$ cat config.mk
export PLATFORM = sky130hd
export DESIGN_NAME = instr_fetch_flat
export DESIGN_NICKNAME = d
export VERILOG_FILES = /design/src/rtl/instr_fetch_if.sv /design/src/rtl/instr_fetch.sv /design/src/flat_wrapper.sv
export SDC_FILE = /design/constraint.sdc
export NUM_CORES = 1
export LEC_CHECK = 0
export ABC_AREA = 1
export BUFFER_PORTS_ARGS = -buffer_cell sky130_fd_sc_hd__buf_2
export CAP_MARGIN = 10
export CORE_MARGIN = 1.5
export CORE_UTILIZATION = 40
export CTS_CLUSTER_SIZE = 20
export DETAILED_ROUTE_END_ITERATION = 7
export SLEW_MARGIN = 25
export SYNTH_ARGS = -nofsm -noshare
export SYNTH_HDL_FRONTEND = slang
export SYNTH_SLANG_ARGS = --single-unit
$ cat constraint.sdc
create_clock -name clk -period 7.91 [get_ports clk]
set_input_delay 0.791 -clock clk [delete_from_list [all_inputs] [get_ports clk]]
set_output_delay 0.791 -clock clk [all_outputs]
set_load 0.02 [all_outputs]
$ cat src/rtl/instr_fetch_if.sv
// Fetch unit bus: imem request/response, decoder handshake, redirect/halt.
// master = fetch unit side, slave = memory/decoder side.
interface instr_fetch_if;
   logic        imem_req;
   logic [15:0] imem_addr;
   logic        imem_rvalid;
   logic [15:0] imem_rdata;
   logic [15:0] instr;
   logic [15:0] i_addr;
   logic        instr_valid;
   logic        instr_ready;
   logic        redirect;
   logic [15:0] target;
   logic        halt;

   modport master (
      output imem_req, imem_addr,
      output instr, i_addr, instr_valid,
      input  imem_rvalid, imem_rdata,
      input  instr_ready, redirect, target, halt
   );

   modport slave (
      input  imem_req, imem_addr,
      input  instr, i_addr, instr_valid,
      output imem_rvalid, imem_rdata,
      output instr_ready, redirect, target, halt
   );
endinterface

$ cat src/rtl/instr_fetch.sv
// Instruction fetch front end: word PC, in-order imem requests, prefetch FIFO.
// Optional bubble counter port bubble_cnt enabled by defining FETCH_PERF_EN.
module instr_fetch #(
   parameter int unsigned DEPTH    = 4,
   parameter logic [15:0] RESET_PC = 16'h0000
) (
   input  logic clk,
   input  logic rst,
   instr_fetch_if.master bus
`ifdef FETCH_PERF_EN
   ,
   output logic [15:0] bubble_cnt
`endif
);
   localparam int AW = $clog2(DEPTH);
   localparam int CW = AW + 1;

   typedef enum logic [1:0] {
      BOOT,
      RUN,
      HALTED
   } state_e;

   state_e        state_q, state_d;
   logic [15:0]   pc_q, pc_d;
   logic [CW-1:0] cnt_q, cnt_d;
   logic [CW-1:0] live_q, live_d;
   logic [CW-1:0] drop_q, drop_d;
   logic [AW-1:0] rd_q, rd_d;
   logic [AW-1:0] wr_q, wr_d;
   logic [15:0]   data_q [DEPTH];
   logic [15:0]   addr_q [DEPTH];

   logic          issue, push, pop;
   logic          resp_live, valid;
   logic [CW+1:0] occ;
   logic [15:0]   rsp_addr;

   assign valid = (cnt_q != '0);
   assign occ = {2'b00, cnt_q} + {2'b00, live_q}
              + {2'b00, drop_q};
   assign issue = (state_q == RUN) & !bus.halt
                & !bus.redirect
                & (occ < (CW+2)'(DEPTH));
   assign resp_live = bus.imem_rvalid & (drop_q == '0);
   assign push = resp_live & !bus.redirect;
   assign pop = valid & bus.instr_ready & !bus.redirect;
   // Oldest live request was issued live_q words before pc.
   assign rsp_addr = pc_q - 16'(live_q);

   always_comb begin
      state_d = state_q;
      unique case (state_q)
         BOOT:    state_d = RUN;
         RUN:     if (bus.halt) state_d = HALTED;
         HALTED:  if (!bus.halt) state_d = RUN;
         default: state_d = BOOT;
      endcase
   end

   always_comb begin
      pc_d   = pc_q;
      cnt_d  = cnt_q;
      live_d = live_q;
      drop_d = drop_q;
      rd_d   = rd_q;
      wr_d   = wr_q;
      if (bus.redirect) begin
         // A response landing now is consumed, so it leaves the stale count.
         pc_d   = bus.target;
         cnt_d  = '0;
         live_d = '0;
         drop_d = drop_q + live_q - CW'(bus.imem_rvalid);
         rd_d   = '0;
         wr_d   = '0;
      end else begin
         if (issue) pc_d = pc_q + 16'd1;
         live_d = live_q + CW'(issue) - CW'(resp_live);
         drop_d = drop_q
                - CW'(bus.imem_rvalid & (drop_q != '0));
         if (push) wr_d = wr_q + 1'b1;
         if (pop) rd_d = rd_q + 1'b1;
         cnt_d = cnt_q + CW'(push) - CW'(pop);
      end
   end

   always_ff @(posedge clk) begin
      if (rst) begin
         state_q <= BOOT;
         pc_q    <= RESET_PC;
         cnt_q   <= '0;
         live_q  <= '0;
         drop_q  <= '0;
         rd_q    <= '0;
         wr_q    <= '0;
      end else begin
         state_q <= state_d;
         pc_q    <= pc_d;
         cnt_q   <= cnt_d;
         live_q  <= live_d;
         drop_q  <= drop_d;
         rd_q    <= rd_d;
         wr_q    <= wr_d;
      end
   end

   always_ff @(posedge clk) begin
      if (push) begin
         data_q[wr_q] <= bus.imem_rdata;
         addr_q[wr_q] <= rsp_addr;
      end
   end

   assign bus.imem_req    = issue;
   assign bus.imem_addr   = pc_q;
   assign bus.instr_valid = valid;
   assign bus.instr  = valid ? data_q[rd_q] : 16'h0000;
   assign bus.i_addr = valid ? addr_q[rd_q] : 16'h0000;

`ifdef FETCH_PERF_EN
   logic [15:0] bubble_q, bubble_d;

   always_comb begin
      bubble_d = bubble_q;
      if ((state_q == RUN) & !valid & !bus.halt
          & (bubble_q != 16'hFFFF))
         bubble_d = bubble_q + 16'd1;
   end

   always_ff @(posedge clk) begin
      if (rst) bubble_q <= '0;
      else     bubble_q <= bubble_d;
   end

   assign bubble_cnt = bubble_q;
`endif

   ovf_a: assert property (@(posedge clk) disable iff (rst)
      !(push & !pop & (cnt_q == CW'(DEPTH))));
endmodule
$ cat src/flat_wrapper.sv
// flat-port wrapper written by rule: the top's interface ports become plain ports
module instr_fetch_flat 
#(
   parameter int unsigned DEPTH    = 4,
   parameter logic [15:0] RESET_PC = 16'h0000
)
  (clk, rst, bus_imem_req, bus_imem_addr, bus_instr, bus_i_addr, bus_instr_valid, bus_imem_rvalid, bus_imem_rdata, bus_instr_ready, bus_redirect, bus_target, bus_halt);
  instr_fetch_if bus_i ();
  input  logic clk;
  input  logic rst;
  output wire logic [$bits(bus_i.imem_req)-1:0] bus_imem_req;
  output wire logic [$bits(bus_i.imem_addr)-1:0] bus_imem_addr;
  output wire logic [$bits(bus_i.instr)-1:0] bus_instr;
  output wire logic [$bits(bus_i.i_addr)-1:0] bus_i_addr;
  output wire logic [$bits(bus_i.instr_valid)-1:0] bus_instr_valid;
  input wire logic [$bits(bus_i.imem_rvalid)-1:0] bus_imem_rvalid;
  input wire logic [$bits(bus_i.imem_rdata)-1:0] bus_imem_rdata;
  input wire logic [$bits(bus_i.instr_ready)-1:0] bus_instr_ready;
  input wire logic [$bits(bus_i.redirect)-1:0] bus_redirect;
  input wire logic [$bits(bus_i.target)-1:0] bus_target;
  input wire logic [$bits(bus_i.halt)-1:0] bus_halt;
  assign bus_imem_req = bus_i.imem_req;
  assign bus_imem_addr = bus_i.imem_addr;
  assign bus_instr = bus_i.instr;
  assign bus_i_addr = bus_i.i_addr;
  assign bus_instr_valid = bus_i.instr_valid;
  assign bus_i.imem_rvalid = bus_imem_rvalid;
  assign bus_i.imem_rdata = bus_imem_rdata;
  assign bus_i.instr_ready = bus_instr_ready;
  assign bus_i.redirect = bus_redirect;
  assign bus_i.target = bus_target;
  assign bus_i.halt = bus_halt;
  instr_fetch #(.DEPTH(DEPTH), .RESET_PC(RESET_PC)) u_core (.clk(clk), .rst(rst), .bus(bus_i));
endmodule
==> results of run 1 <==
==> stage by stage <==
stage          hold slack (ns)  area (sq um)  total power [mW]  std cells
3_3_place_gp             0.464          8240              1.27       1064
2_1_floorplan            0.441          7580              1.19        771
6_report                 0.480          8890              2.07       1098
4_1_cts                  0.485          8860              2.08       1097
5_1_grt                  0.498          8890              2.16       1098
3_5_place_dp             0.470          8280              1.28       1066
==> routing by layer <==
layer	vias up	wire length (um)	track usage, %
met5	-	0	0
met3	12	706	4.28
li1	2748	-	-
met4	0	195	4.71
met2	127	7670	27.8
met1	2514	7900	23.4
==> critical path, stage by stage (launching register included) <==
cell and delay [ns]:
dfxtp_2 0.31, buf_4 0.56, clkinv_2 0.85, o21ai_0 0.47, a21oi_1 0.18, buf_2 0.20
==> sequential cells by signal (all words and copies together) (netlist names), named ones only <==
register	cells
u_core.bus.imem_addr	16
u_core.addr_q	64
u_core.data_q	64
u_core.state_q	2
u_core.wr_q	2
u_core.rd_q	2
u_core.cnt_q	3
u_core.live_q	3
u_core.drop_q	3
==> kinds of logic after synthesis <==
kind of cell	after synthesis	synth area share (%)
DFF	161	59.4
buffers and inverters	105	5.53
AOI/OAI and AO/OA	136	9.11
and+or+nand+nor	317	18.1
adders and majority gates	27	4.95
xor gates and xnor gates	25	2.89
==> worst max-delay path by stage <==
stage	slack [ns]	to
final	4.13	bus_i_addr[12]
after detailed placement	4.56	u_core.live_q[2]$_SDFF_PP0_
after global routing	3.88	bus_i_addr[12]
after CTS	4.42	bus_i_addr[12]
after floorplan	4.78	u_core.live_q[2]$_SDFF_PP0_
after global placement	4.59	u_core.live_q[2]$_SDFF_PP0_
==> final cells by class <==
class / count / share of cell area [%]
multi-input cells: 505 / 30.3
clock buffers: 17 / 4.78
clock inverters: 14 / 1.73
flip-flops and latches: 161 / 50.7
inverters: 73 / 3.10
well taps: 234 / 3.29
repair buffers: 94 / 6.08
==> power groups by stage <==
stage	clock [mW]	combinational [mW]	sequential, mW
floorplan	0	0.181	1.01
finish	0.814	0.267	0.992
detailed placement	0	0.265	1.01
global route	0.861	0.305	0.996
CTS	0.826	0.266	0.992
global placement	0	0.261	1.01
==> placed cells by master, fill, tap and decap left out, types with 2 or more instances in the layout <==
cell type    n
xor2_1      19
clkinv_4     2
nand3_1     30
clkbuf_16   17
nand2_1     87
fa_1         5
clkinv_2     3
or2_2        2
a21oi_1     54
ha_1        22
nor2_4       9
xnor2_1      6
o21ai_0     56
buf_16       2
inv_6        5
nand3_2      2
o21ai_1     22
nand2_2      6
bufinv_16    2
inv_2        6
edfxtp_1   128
inv_1       66
buf_2       87
nor2_1     161
buf_4        4
nor2_2       3
dfxtp_1     32
nand4_1     12
==> flow_metrics.py, run 1 <==
metrics = {
    "synth": {
        "netlist_instances": 771,
        "synth_enable_flop_cells": 128,
        "synth_seq_cells": 161,
        "seq_area_frac_synth_pct": 59.4,
        "syn_nets": 836,
        "yosysTopAreaCell": "edfxtp_1",
        "ys.flop_type": "edfxtp_1",
        "yosysWarnings": 0,
        "synth.most_common_cell": "nor2_1",
        "netlist.area_leader.share_pct": 50.7,
        "async_flop_share_pct": 0,
        "synthTopCellsByCount": "165 x nor2_1, 128 x edfxtp_1, 87 x nand2_1",
        "postSynthAreaPerCell_sq_um": 9.84,
        "synth.distinct_cells": 34,
        "syn_area_sq_um": 7580,
        "synthTopCellsByArea": "edfxtp_1 51%, dfxtp_1 8.7%, nor2_1 8.2%",
    },
    "power_and_ir_drop": {
        "p_leak_nw": 3.60,
        "power_density_nw_per_um2": 233,
        "switching_share_pct": 26.3,
        "p_int_mw": 1.53,
        "p_sw_mw": 0.545,
        "vdd_drop_max_uv": 158,
        "combPwrFrac_pct": 12.9,
        "p_clk_share_pct": 39.3,
        "seq_power_share_pct": 47.9,
    },
    "clock_network": {
        "cts_root_buffer": "clkbuf_16",
        "cts_buffers": 17,
        "htree_levels": 4,
        "clock_latency_ns": 0.43,
        "cts_sinks": 161,
        "post_cts_buffers": 0,
        "clkTransAtPathRegs_ns": 0.06,
        "cts_tree": "built",
        "cts.repair.resized": 0,
        "cts_hold_buf": 0,
        "clock_path_buffers": 2,
    },
    "min_path": {
        "hold_depth": 2,
        "hold_start": "u_core.rd_q[1]$_SDFFE_PP0P_",
        "hold_path.class": "reg2reg",
        "hold_end": "u_core.rd_q[1]$_SDFFE_PP0P_",
    },
    "floorplanning": {
        "rows": 50,
        "fp.dieArea_sq_um": 19800,
        "initial_core_util_pct": 40.7,
        "ioPinCount": 88,
        "core-area_sq_um": 18600,
        "die_h_um": 141,
        "dieWidth_um": 141,
    },
    "detailed_routing": {
        "wl_um": 16500,
        "drc": 0,
        "postRouteAntennaNets": 0,
        "dr.first_iter.drc_count": 263,
        "viasPerCell": 4.92,
        "drtPass1Iterations": 5,
        "post_drt_wl_per_cell_um": 15.0,
        "vias": 5401,
    },
    "final_layout": {
        "nets": 917,
        "multi_input_area_sq_um": 2700,
        "diodes": 0,
        "fillers": 1744,
        "syn2layout_area_growth_pct": 17.2,
        "regArea_sq_um": 4510,
        "drive_gt1_share_pct": 18.3,
        "utilization_pct": 47.7,
    },
    "job": {
        "maxCapViolations": 0,
    },
    "placement": {
        "dp.final_hpwl_um": 10600,
        "gp_congestion": 0.804,
        "io_buffers": 87,
        "pre_cts_ws_ns": 4.56,
    },
    "timing": {
        "rsz0062_at_grt": "no",
        "hold_viol_final": 0,
        "max_freq_ghz": 0.264,
        "relSlewSlack_pct": 30.8,
        "fin_skew_ns": 0.0108,
        "worst_slew_pin_slew_ns": 1.04,
        "fin_setup_tns_ns": 0,
        "period_share_pct": 47.8,
        "setup_ws_ns": 4.13,
        "final-max-slew-violation-count": 0,
        "timing.final.setup_violations": 0,
        "min_period_ns": 3.78,
    },
    "critical_path": {
        "worst_r2r_endpoint": "u_core.live_q[2]$_SDFF_PP0_",
        "crit_path_end_kind": "output pin",
        "ff2ff_path_depth": 15,
        "r2r_slack_ns": 4.55,
        "critical_path.max_fanout": 65,
        "cp-start-kind": "flop",
        "r2r-start": "u_core.live_q[0]$_SDFF_PP0_",
        "cp.arrival_ns": 2.99,
        "critPathKind": "reg2out",
        "required_ns": 7.12,
    },
    "global_route": {
        "grt_max_degree": 66,
        "antenna_found_initial": 0,
        "track_usage_pct": 17.3,
        "grt_pass1_wl_um": 26400,
        "first_global_vias": 5123,
        "grt-ovfl-total": 0,
    },
    "run_status": {
        "status": "finished, final reports clean",
    },
}
Power figures use the tool's default switching activity.
==> run 2, diff against run 1 <==
Clock period 7.91 ns to 3.8 ns, I/O delays scaled along.
==> run 2 against run 1 <==
- routed wire length shrank 0.50%
- clock skew shrank 0.0038 ns
- utilization grew 0.054 points
- worst hold slack lost 0.31 ns
- power grew 110%
- via count grew 1.1%
- non-clock buffer count grew 3
- global-route usage is essentially flat
- combinational power grew 100%
- cell count grew 0.36%
- critical endpoint is now u_core.live_q[2]$_SDFF_PP0_
==> flow_metrics.py, run 2 (synthesis results as in run 1) <==
metrics = {
    "placement": {
        "io_buffers": 87,
        "dp_cells": 1070,
        "dp.final_hpwl_um": 10500,
        "gp_congestion": 0.813,
    },
    "critical_path": {
        "cp-start-kind": "flop",
        "max_stage_delay_ns": 0.38,
        "critPathKind": "reg2reg",
        "cp_slowest_cell": "fa_1",
        "cp_common_cell": "ha_1",
        "crit_chain": "ha_1 > fa_1 > xor2_1 > ha_1 > inv_1 > nand2_1 > nor2_1 > nand3_2 > ha_1 > inv_1 > ha_1 > inv_1 > fa_1 > or2_2 > a21oi_1",
        "required_ns": 4.16,
        "critical_path.max_fanout": 4,
        "cp_top_family": "adder cells",
        "crit_path_end_kind": "flop",
        "critPathBufInv": 3,
        "cp.arrival_ns": 3.47,
    },
    "detailed_routing": {
        "postRouteAntennaNets": 0,
        "drc": 0,
        "wl_um": 16400,
        "viasPerCell": 4.95,
        "post_drt_wl_per_cell_um": 14.9,
        "drtPass1Iterations": 4,
        "dr.first_iter.drc_count": 247,
        "vias": 5460,
    },
    "run_status": {
        "status": "finished, final reports clean",
    },
    "timing": {
        "fin_skew_ns": 0.00696,
        "min_period_ns": 3.11,
        "final-max-slew-violation-count": 0,
        "relSlewSlack_pct": 43.3,
        "fin_setup_tns_ns": 0,
        "worst_slew_pin_slew_ns": 0.849,
        "period_share_pct": 81.9,
        "timing.final.setup_violations": 0,
        "hold_viol_final": 0,
        "max_freq_ghz": 0.321,
        "rsz0062_at_grt": "no",
    },
    "power_and_ir_drop": {
        "finalPower_mw": 4.40,
        "seq_power_share_pct": 46.9,
        "p_clk_share_pct": 40.7,
        "power_density_nw_per_um2": 494,
        "p_sw_mw": 1.15,
        "p_int_mw": 3.25,
        "vdd_drop_max_uv": 371,
        "switching_share_pct": 26.1,
        "combPwrFrac_pct": 12.4,
        "p_leak_nw": 3.61,
    },
    "floorplanning": {
        "ioPinCount": 88,
        "die_h_um": 141,
        "fp.dieArea_sq_um": 19800,
        "dieWidth_um": 141,
        "initial_core_util_pct": 40.7,
        "core-area_sq_um": 18600,
        "rows": 50,
    },
    "clock_network": {
        "post_cts_buffers": 0,
        "htree_levels": 4,
        "clock_latency_ns": 0.43,
        "clkTransAtPathRegs_ns": 0.07,
        "cts_root_buffer": "clkbuf_16",
        "cts_buffers": 17,
        "cts_tree": "built",
        "cts_hold_buf": 0,
        "clock_path_buffers": 2,
        "cts_sinks": 161,
        "cts.repair.resized": 0,
    },
    "job": {
        "maxCapViolations": 0,
    },
    "final_layout": {
        "final_common_cell": "nor2_1",
        "nets": 920,
        "drive_gt1_share_pct": 18.7,
        "diodes": 0,
        "fillers": 1760,
        "instances_no_fill": 1102,
        "syn2layout_area_growth_pct": 17.4,
        "final_cell_mix": "161 x nor2_1, 128 x edfxtp_1, 87 x nand2_1, 87 x buf_2, 66 x inv_1",
    },
    "global_route": {
        "grt_max_degree": 65,
        "grt-ovfl-total": 0,
        "first_global_vias": 5143,
        "antenna_found_initial": 0,
        "grt_pass1_wl_um": 26400,
        "track_usage_pct": 17.3,
    },
    "min_path": {
        "hold_path.class": "in2reg",
    },
}
[run 2: power by group through the flow]
stage / logic (mW) / clock network, mW / registers (mW)
after floorplan: 0.376 / 0 / 2.10
after global placement: 0.545 / 0 / 2.10
after detailed placement: 0.551 / 0 / 2.10
after CTS: 0.554 / 1.82 / 2.06
after global routing: 0.628 / 1.90 / 2.07
final: 0.547 / 1.79 / 2.06
[run 2: worst paths after layout]
path / from / end / slack, ns / depth (start not counted)
min: bus_imem_rdata[14] / u_core.data_q[1][14]$_DFFE_PP_ / 0.17 / 1
min reg2reg: u_core.rd_q[1]$_SDFFE_PP0P_ / u_core.rd_q[1]$_SDFFE_PP0P_ / 0.48 / 2
max reg2reg: u_core.live_q[0]$_SDFF_PP0_ / u_core.live_q[2]$_SDFF_PP0_ / 0.69 / 15
max: u_core.live_q[0]$_SDFF_PP0_ / u_core.live_q[2]$_SDFF_PP0_ / 0.69 / 15
[run 2: worst reg2reg max path, cell delays in order, from the launching register on]
cell and delay (ns):
dfxtp_1 0.34, ha_1 0.23, fa_1 0.38, xor2_1 0.16, ha_1 0.27, inv_1 0.07, nand2_1 0.05, nor2_1 0.13
nand3_2 0.10, ha_1 0.30, inv_1 0.05, ha_1 0.13, inv_1 0.05, fa_1 0.37, or2_2 0.30, a21oi_1 0.11
[run 2: final cells by class]
type	instances	area, sq um	area share (%)
sequential	161	4510	50.6
timing repair buffer	97	510	5.74
multi-input combinational	505	2700	30.3
inverter	73	275	3.09
tap	234	293	3.29
clock inverter	15	194	2.18
clock buffer	17	425	4.78
[run 2: layer usage]
| metal | vias up | global-route usage (%) | share of wire [%] |
|---|---|---|---|
| li1 | 2752 | - | - |
| met1 | 2584 | 23.2 | 47 |
| met2 | 108 | 28.1 | 47 |
| met3 | 16 | 3.80 | 3.8 |
| met4 | 0 | 5.65 | 1.6 |
| met5 | - | 0 | 0 |
[run 2: metrics by stage]
stage	cell area (sq um)	setup WS, ns	utilization (%)	hold slack (ns)
finish	8900	0.689	47.7	0.168
floorplan	7580	0.673	-	0.441
global placement	8280	0.732	44.4	0.462
detailed placement	8280	0.691	44.4	0.463
CTS	8900	0.669	47.7	0.151
global route	8900	0.500	47.7	0.150
==> run 3, diff against run 2 <==
Clock period 3.8 ns to 3.13 ns, I/O delays scaled along.
==> run 3 against run 2 <==
- final area increased by 0.21%
- global-route usage decreased by 0.14 points
- first-iteration DRC count increased by 23%
- highest routed layer unchanged
- critical path type unchanged
- clock power increased by 12%
- critical path depth unchanged
- combinational power increased by 25%
- sequential share of layout area decreased by 0.11 points
- worst setup slack got worse by 0.52 ns
- critical endpoint unchanged
- clock skew increased by 0.0024 ns
- largest cell class unchanged
- sequential power increased by 21%
- power increased by 18%
==> flow_metrics.py, run 3 (synthesis results as in run 1) <==
metrics = {
    "timing": {
        "max_freq_ghz": 0.338,
        "fin_skew_ns": 0.00935,
        "hold_viol_final": 0,
        "min_period_ns": 2.96,
        "worst_slew_pin_slew_ns": 0.687,
        "period_share_pct": 94.6,
        "timing.final.setup_violations": 0,
        "final-max-slew-violation-count": 0,
        "fin_setup_tns_ns": 0,
        "whs_ns": 0.0984,
        "relSlewSlack_pct": 54.2,
    },
    "critical_path": {
        "required_ns": 3.50,
        "critical_path.max_fanout": 2,
        "cp-start-kind": "flop",
        "cp.arrival_ns": 3.33,
        "r2r_slack_ns": 0.17,
        "worst_r2r_endpoint": "u_core.live_q[2]$_SDFF_PP0_",
        "r2r-start": "u_core.live_q[0]$_SDFF_PP0_",
        "crit_path_end_kind": "flop",
        "ff2ff_path_depth": 15,
        "critPathKind": "reg2reg",
    },
    "detailed_routing": {
        "highest_layer": "met4",
        "dr.first_iter.drc_count": 305,
        "wl_um": 16300,
        "wl_met1_um": 7800,
        "wl_met2_um": 7550,
        "drtPass1Iterations": 4,
        "postRouteAntennaNets": 0,
        "drc": 0,
        "viasPerCell": 4.89,
        "dr_wl_met3_um": 724,
        "vias": 5421,
        "post_drt_wl_per_cell_um": 14.7,
    },
    "final_layout": {
        "diodes": 0,
        "final_cell_mix": "160 x nor2_1, 128 x edfxtp_1, 87 x nand2_1, 87 x buf_2, 66 x inv_1",
        "syn2layout_area_growth_pct": 17.6,
        "nets": 927,
        "fillers": 1758,
        "drive_gt1_share_pct": 19.7,
        "utilization_pct": 47.8,
        "instances_no_fill": 1109,
        "final_common_cell": "nor2_1",
    },
    "power_and_ir_drop": {
        "p_int_mw": 3.74,
        "p_clk_share_pct": 38.6,
        "combPwrFrac_pct": 13.2,
        "power_density_nw_per_um2": 580,
        "p_sw_mw": 1.44,
        "finalPower_mw": 5.18,
        "switching_share_pct": 27.8,
        "p_leak_nw": 3.63,
        "vdd_drop_max_uv": 432,
        "seq_power_share_pct": 48.3,
    },
    "placement": {
        "io_buffers": 87,
        "dp.final_hpwl_um": 10400,
        "dp_cells": 1077,
        "gp_congestion": 0.814,
    },
    "floorplanning": {
        "core-area_sq_um": 18600,
        "dieWidth_um": 141,
        "initial_core_util_pct": 40.7,
        "fp.dieArea_sq_um": 19800,
        "rows": 50,
        "ioPinCount": 88,
        "die_h_um": 141,
    },
    "min_path": {
        "hold_start": "bus_imem_rdata[14]",
        "hold_end": "u_core.data_q[1][14]$_DFFE_PP_",
        "hold_path.class": "in2reg",
        "hold_depth": 1,
    },
    "clock_network": {
        "cts_hold_buf": 0,
        "cts_root_buffer": "clkbuf_16",
        "clock_latency_ns": 0.43,
        "cts_tree": "built",
        "cts_sinks": 161,
        "htree_levels": 4,
        "clkTransAtPathRegs_ns": 0.07,
        "clock_path_buffers": 2,
        "cts_buffers": 17,
    },
    "global_route": {
        "first_global_vias": 5123,
        "antenna_found_initial": 0,
        "grt_max_degree": 65,
        "track_usage_pct": 17.2,
        "grt-ovfl-total": 0,
        "grt_pass1_wl_um": 26500,
    },
    "job": {
        "maxCapViolations": 0,
    },
    "run_status": {
        "status": "finished, final reports clean",
    },
}
[run 3: critical path, cell delays in order, from the launching register on]
cell,delay [ns]
dfxtp_1,0.32
ha_2,0.19
fa_1,0.37
xor2_1,0.15
ha_1,0.27
inv_1,0.07
nand2_1,0.06
nor2_2,0.09
nand3_2,0.09
ha_1,0.30
inv_1,0.05
ha_1,0.13
inv_1,0.05
fa_1,0.36
or2_2,0.30
a21oi_1,0.11
[run 3: area by class of cell]
class | instances | area [sq um] | share of cell area, %
Timing Repair Buffer | 104 | 576 | 6.45
Clock inverter | 15 | 144 | 1.61
Tap cell | 234 | 293 | 3.28
Inverter | 73 | 274 | 3.07
Clock buffer | 17 | 425 | 4.77
Multi-Input combinational cell | 505 | 2700 | 30.3
Sequential cell | 161 | 4510 | 50.5
[run 3: per-layer routing]
layer / vias up / track usage [%]
met5: - / 0
met4: 0 / 5.04
met3: 13 / 4.01
met2: 121 / 27.4
met1: 2521 / 23.4
li1: 2766 / -
[run 3: timing repair]
action	in CTS	in global routing
setup endpoints to repair	0	1
setup buffers	0	0
resized for setup	0	2
[run 3: metrics by stage]
stage,setup WS (ns),instance area (sq um)
floorplan,0.00289,7580
global placement,0.139,8350
detailed placement,0.114,8350
CTS,0.101,8910
global route,-0.00285,8920
finish,0.170,8920
[run 3: how the worst max path moves through the flow]
stage / startpoint / end / slack (ns) / depth (start not counted)
after floorplan: u_core.live_q[0]$_SDFF_PP0_ / u_core.live_q[2]$_SDFF_PP0_ / 0.003 / 16
after global placement: u_core.live_q[0]$_SDFF_PP0_ / u_core.live_q[2]$_SDFF_PP0_ / 0.14 / 15
after detailed placement: u_core.live_q[0]$_SDFF_PP0_ / u_core.live_q[2]$_SDFF_PP0_ / 0.11 / 15
after CTS: u_core.live_q[0]$_SDFF_PP0_ / u_core.live_q[2]$_SDFF_PP0_ / 0.10 / 15
after global routing: u_core.live_q[0]$_SDFF_PP0_ / u_core.live_q[2]$_SDFF_PP0_ / -0.003 / 15
final: u_core.live_q[0]$_SDFF_PP0_ / u_core.live_q[2]$_SDFF_PP0_ / 0.17 / 15
[run 3: power by group through the flow]
stage	clock network, mW	logic [mW]	registers (mW)
6_report	2.00	0.683	2.50
5_1_grt	2.12	0.778	2.51
4_1_cts	2.03	0.689	2.50
3_5_place_dp	0	0.687	2.55
3_3_place_gp	0	0.678	2.54
2_1_floorplan	0	0.457	2.55
